`src/rtl/qar_mmio_pkg.sv`:
```
// Shared MMIO definitions: register offsets, CTRL/STATUS bit positions and
// the bus handshake state encoding, reusable by other MMIO peripherals.
package qar_mmio_pkg;

    localparam logic [3:0] REG_CTRL   = 4'h0;
    localparam logic [3:0] REG_LOAD   = 4'h4;
    localparam logic [3:0] REG_COUNT  = 4'h8;
    localparam logic [3:0] REG_STATUS = 4'hC;

    localparam int unsigned CTRL_EN     = 0;
    localparam int unsigned CTRL_AUTO   = 1;
    localparam int unsigned CTRL_IRQ_EN = 2;
    localparam int unsigned STAT_PEND   = 0;

    typedef enum logic [1:0] {
        HS_IDLE = 2'd0,
        HS_WAIT = 2'd1,
        HS_RESP = 2'd2
    } hs_state_t;

endpackage

```
`src/rtl/qar_mmio_handshake.sv`:
```
// IDLE/WAIT/RESP bus handshake: optional wait states, one-cycle mem_ready
// and a matching commit strobe; an early mem_valid drop aborts the transfer.
module qar_mmio_handshake
    import qar_mmio_pkg::*;
#(
    parameter int unsigned WAIT_STATES = 1
) (
    input  logic clk,
    input  logic rst_n,
    input  logic select,
    input  logic mem_valid,
    output logic start,
    output logic mem_ready,
    output logic commit
);

    localparam logic [2:0] WAIT_INIT = (WAIT_STATES == 0) ? 3'd0 : 3'(WAIT_STATES - 1);

    hs_state_t  state;
    logic [2:0] wait_cnt;

    assign start = (state == HS_IDLE) && select;

    always_ff @(posedge clk or negedge rst_n) begin
        if (!rst_n) begin
            state     <= HS_IDLE;
            wait_cnt  <= '0;
            mem_ready <= 1'b0;
            commit    <= 1'b0;
        end else begin
            case (state)
                HS_IDLE: begin
                    if (select) begin
                        if (WAIT_STATES == 0) begin
                            state     <= HS_RESP;
                            mem_ready <= 1'b1;
                            commit    <= 1'b1;
                        end else begin
                            state    <= HS_WAIT;
                            wait_cnt <= WAIT_INIT;
                        end
                    end
                end
                HS_WAIT: begin
                    if (!mem_valid) begin
                        state <= HS_IDLE;
                    end else if (wait_cnt == 3'd0) begin
                        state     <= HS_RESP;
                        mem_ready <= 1'b1;
                        commit    <= 1'b1;
                    end else begin
                        wait_cnt <= wait_cnt - 3'd1;
                    end
                end
                HS_RESP: begin
                    state     <= HS_IDLE;
                    mem_ready <= 1'b0;
                    commit    <= 1'b0;
                end
                default: begin
                    state     <= HS_IDLE;
                    mem_ready <= 1'b0;
                    commit    <= 1'b0;
                end
            endcase
        end
    end

endmodule

```
`src/rtl/qar_mmio_timer.sv`:
```
// Memory-mapped down-counting timer with one-shot/auto-reload modes and a
// level interrupt cleared by ack or W1C write.
module qar_mmio_timer
    import qar_mmio_pkg::*;
#(
    parameter logic [31:0] BASE_ADDR   = 32'h0000_0100,
    parameter int unsigned WAIT_STATES = 1
) (
    input  logic        clk,
    input  logic        rst_n,
    input  logic        mem_valid,
    input  logic        mem_we,
    input  logic [31:0] mem_addr,
    input  logic [31:0] mem_wdata,
    output logic        mem_ready,
    output logic [31:0] mem_rdata,
    output logic        irq_timer,
    input  logic        irq_timer_ack
);

    logic        select, start, commit;
    logic        we_q;
    logic [1:0]  off_q;
    logic [31:0] wdata_q;
    logic [2:0]  ctrl;
    logic [31:0] load, count;
    logic        pending;
    logic [31:0] rdata_mux;
    logic        unused_addr;

    assign select      = mem_valid && (mem_addr[31:4] == BASE_ADDR[31:4]);
    assign unused_addr = ^mem_addr[1:0];

    qar_mmio_handshake #(.WAIT_STATES(WAIT_STATES)) u_hs (
        .clk       (clk),
        .rst_n     (rst_n),
        .select    (select),
        .mem_valid (mem_valid),
        .start     (start),
        .mem_ready (mem_ready),
        .commit    (commit)
    );

    always_ff @(posedge clk or negedge rst_n) begin
        if (!rst_n) begin
            we_q    <= 1'b0;
            off_q   <= '0;
            wdata_q <= '0;
        end else if (start) begin
            we_q    <= mem_we;
            off_q   <= mem_addr[3:2];
            wdata_q <= mem_wdata;
        end
    end

    logic wr, wr_ctrl, wr_load, wr_count, wr_status, expire;

    assign wr        = commit && we_q;
    assign wr_ctrl   = wr && ({off_q, 2'b00} == REG_CTRL);
    assign wr_load   = wr && ({off_q, 2'b00} == REG_LOAD);
    assign wr_count  = wr && ({off_q, 2'b00} == REG_COUNT);
    assign wr_status = wr && ({off_q, 2'b00} == REG_STATUS);
    assign expire    = ctrl[CTRL_EN] && (count == 32'd0);

    // Bus writes take priority over the timer's own update; expiry beats clears.
    always_ff @(posedge clk or negedge rst_n) begin
        if (!rst_n) begin
            ctrl    <= '0;
            load    <= '0;
            count   <= '0;
            pending <= 1'b0;
        end else begin
            if (wr_ctrl)
                ctrl <= wdata_q[2:0];
            else if (expire && !ctrl[CTRL_AUTO])
                ctrl[CTRL_EN] <= 1'b0;

            if (wr_load)
                load <= wdata_q;

            if (wr_count)
                count <= wdata_q;
            else if (expire && ctrl[CTRL_AUTO])
                count <= load;
            else if (ctrl[CTRL_EN] && !expire)
                count <= count - 32'd1;

            if (expire)
                pending <= 1'b1;
            else if (irq_timer_ack || (wr_status && wdata_q[STAT_PEND]))
                pending <= 1'b0;
        end
    end

    always_comb begin
        rdata_mux = '0;
        case ({off_q, 2'b00})
            REG_CTRL:   rdata_mux[2:0]      = ctrl;
            REG_LOAD:   rdata_mux           = load;
            REG_COUNT:  rdata_mux           = count;
            REG_STATUS: rdata_mux[STAT_PEND] = pending;
            default:    rdata_mux           = '0;
        endcase
    end

    assign mem_rdata = mem_ready ? rdata_mux : '0;
    assign irq_timer = pending && ctrl[CTRL_IRQ_EN];

endmodule

```
`config.mk`:
```
export PLATFORM = sky130hd
export DESIGN_NAME = qar_mmio_timer
export DESIGN_NICKNAME = d
export VERILOG_FILES = /design/src/rtl/qar_mmio_pkg.sv /design/src/rtl/qar_mmio_handshake.sv /design/src/rtl/qar_mmio_timer.sv
export SDC_FILE = /design/constraint.sdc
export NUM_CORES = 1
export LEC_CHECK = 0
export ABC_AREA = 1
export CAP_MARGIN = 25
export CORE_MARGIN = 2
export CORE_UTILIZATION = 55
export DETAILED_ROUTE_END_ITERATION = 12
export HOLD_SLACK_MARGIN = 0.1
export PLACE_DENSITY = 0.92
export SLEW_MARGIN = 10
export SYNTH_ARGS = -nofsm -noshare
export SYNTH_HDL_FRONTEND = slang
export SYNTH_SLANG_ARGS = --single-unit
```
`constraint.sdc`:
```
create_clock -name clk -period 2.8 [get_ports clk]
set_clock_uncertainty 0.2 [all_clocks]
set_input_delay 0.56 -clock clk [delete_from_list [all_inputs] [get_ports clk]]
set_output_delay 0.56 -clock clk [all_outputs]
set_load 0.05 [all_outputs]
```
==> summary.md <==
| Metric | Value |
|---|---|
| Status | `finished clean` |
| Final antenna-violating net count | `0` |
| Syn nets | `1058` |
| Overall Global Routing Usage | `0.298` |
| Yosys warns | `0` |
| DRC Markers | `0` |
| RSZ-0062 raised after global routing | `true` |
| Die Height | `113 microns` |
| Crit path max-delay family | `buffers and inverters` |
| Synth top area share | `0.415` |
| Worst-Margin Slew | `594 ps` |
| Clock power share | `0.469` |
| Worst r2r src | `count[0]` |
| Slew Limit Fails | `0` |
| Crit path max fanout | `17` |
| IO Count | `103` |
| Most frequent cells in the layout | `nand2_1 (323), inv_1 (120), nor2_1 (112)` |
| Max-Cap Viols | `0` |
| Antenna diode count | `0` |
| Wire per inst | `15.1 microns` |
| Vias in the first global route | `6474` |
| Leakage power | `0.00424 uW` |
| Post-CTS Repair Setup Buffers | `0` |
| CTS clk-pin slew, worst paths | `80 ps` |
| Initial antenna violation count | `0` |
| Post-route design area | `8570 sq um` |
| Fillers | `868` |
| Switching pwr | `654 uW` |
| Hold path start | `u_hs.state[1]` |
| CP bufs+invs | `3` |
| Global-route wire length before repair | `30.9 mm` |
| Syn_area_per_cell | `6.71 sq um` |
| Peak supply drop | `0.493 mV` |
| Via/cell ratio | `5.45` |
| Critical Path RT | `2040 ps` |
| R2r worst-path depth | `12` |
| Routed wire length | `18.4 mm` |
| Layout cell share with drive strength beyond 1 | `0.105` |
| GPL Wtd Cong | `0.966` |
| CP cell instances | `inv_1, ha_2, buf_4, nand2_1, a21oi_1, buf_12` |
| WHS Path Cells | `1` |
| Port-buffer cells | `100` |
| Die X | `113 microns` |
| FP Rows | `39` |
| Gate power share | `0.045` |
| Synth area leader | `dfrtp_1` |
| Dpl cell area | `8110 sq um` |
| Worst EP arrival | `2030 ps` |
| Min Clock Period, post-route | `2790 ps` |
| Commonest non-fill, non-tap cell in the layout | `nand2_1` |
| # setup viols final | `0` |
| Crit Reg-Reg Endpoint | `count[12]` |
| Syn Std Cell Area | `6580 sq um` |
| H-Tree Depth | `3` |
| CTS sink count | `109` |
| Critical Path Slowest Stage Cell | `dfrtp_1` |
| Cell variety after synth | `32` |
| Worst setup SP type | `flip-flop` |
| Clk_lat worst skew | `360 ps` |
| #FFs+latches synth | `109` |
| Die ar. | `12800 sq um` |
| Num CTS Buffers | `9` |
| Final net count | `1150` |
| First-pass DRT Iterations | `5` |
| Area grow syn2layout | `30.3%` |
| Initial Util | `0.569` |
| Slew headroom | `0.603` |
| Final period util | `0.997` |
| DP Wirelength | `13.0 mm` |
| Grt ovf | `0` |
| Clk buf depth | `2` |
| Hold Vio Cnt, Final | `0` |
| Min-delay worst type | `reg2reg` |
| Sequential Power Share | `0.486` |
| Setup crit end kind | `primary output` |
| Register area share after synthesis | `0.415` |
| Int Power | `2590 uW` |
| Type of the worst setup path | `reg2out` |
| Starting DRT DRC Count | `543` |
| Largest net degree at the start of global routing | `73` |
| Final core area utilization | `0.741` |
| Pwr/cell area | `379 nW/um^2` |
| Core area | `11600 sq um` |
| Max Fclk | `358 MHz` |
| Clock root cell | `clkbuf_16` |
| Critical Path Max Stage Delay | `420 ps` |
| Via count | `6653` |
| Switching share of power | `0.201` |
| Synth Instances | `980` |
| WHS Endpoint | `u_hs.commit` |
| CTS tree | `done` |
| Synth area leaders | `dfrtp_1 (41%), nand2_1 (18%), inv_1 (6.9%)` |
| Reg2reg setup slack | `180 ps` |
| Total negative slack | `0 ps` |
| Stages on worst setup path | `6` |
## sequential cells by signal (all words and copies together) (netlist names)
| name | cells |
|---|---|
| load | 32 |
| u_hs.commit | 1 |
| u_hs.state | 2 |
| off_q | 2 |
| pending | 1 |
| count | 32 |
| u_hs.wait_cnt | 3 |
| ctrl | 3 |
| we_q | 1 |
| wdata_q | 32 |
## power by group through the flow
stage / Clock [uW] / Sequential, uW / Combinational, uW
after floorplan: 0 / 1610 / 15.6
after global placement: 0 / 1610 / 145
after detailed placement: 0 / 1610 / 148
after CTS: 1520 / 1580 / 150
after global routing: 1590 / 1580 / 165
final: 1520 / 1580 / 148
## layer usage
| layer | track usage | vias to the layer above | wire length (microns) |
|---|---|---|---|
| li1 | - | 3264 | - |
| met1 | 0.382 | 3123 | 7820 |
| met2 | 0.515 | 241 | 9220 |
| met3 | 0.0670 | 25 | 1120 |
| met4 | 0.0707 | 0 | 270 |
| met5 | 0 | - | 0 |
## worst max path at each step
stage / startpoint / end / slack [ps]
floorplan: off_q[0] / mem_rdata[29] / -60
global placement: count[0] / count[13] / 290
detailed placement: count[0] / count[15] / 160
CTS: off_q[0] / mem_rdata[0] / 30
global route: off_q[1] / mem_rdata[1] / -50
finish: off_q[1] / mem_rdata[14] / 8
## synth_stat cells, drive strengths merged
cell type,n
nand2,325
inv,120
nor2,119
dfrtp,109
a21oi,68
nand3,60
o21ai,48
nand4,40
clkbuf,31
buf,13
clkinv,10
ha,9
xor2,6
nor4,5
nand3b,3
nor3,3
xnor2,3
o221ai,2
or2,2
and2,1
o21bai,1
o22ai,1
o31ai,1
## stage by stage
| stage | setup WS (ps) | total power [uW] | hold WS (ps) | instances |
|---|---|---|---|---|
| 6_report | 8.07 | 3250 | 279 | 1220 |
| 5_1_grt | -45.5 | 3330 | 306 | 1220 |
| 4_1_cts | 25.7 | 3250 | 277 | 1219 |
| 3_5_place_dp | 161 | 1760 | 272 | 1202 |
| 3_3_place_gp | 295 | 1750 | 236 | 1202 |
| 2_1_floorplan | -57.6 | 1630 | 64.4 | 980 |
## area by class of cell
class	count	area, sq um	area share
multi-input combinational	697	3270	0.381
sequential	109	2730	0.318
timing repair buffer	125	1550	0.180
inverter	130	489	0.0571
clock buffer	11	253	0.0295
tap	143	179	0.0209
clock inverter	5	106	0.0124
## logic make-up after synthesis
kind of cell,Yosys count,synth area share
AO/OA/AOI/OAI,121,0.0948
AND/OR/NAND/NOR,558,0.357
adder cells (fa/ha/maj),9,0.0171
flip-flops,109,0.415
XOR/XNOR,9,0.0120
buffers and inverters,174,0.105
## repair_timing
action                                  CTS  global route
endpoints found under the setup margin    2            42
endpoints found under the hold margin    22             0
hold buffers                              1             0
gates resized for setup                   1            18
Note: power is estimated with default switching activity, not from simulation.
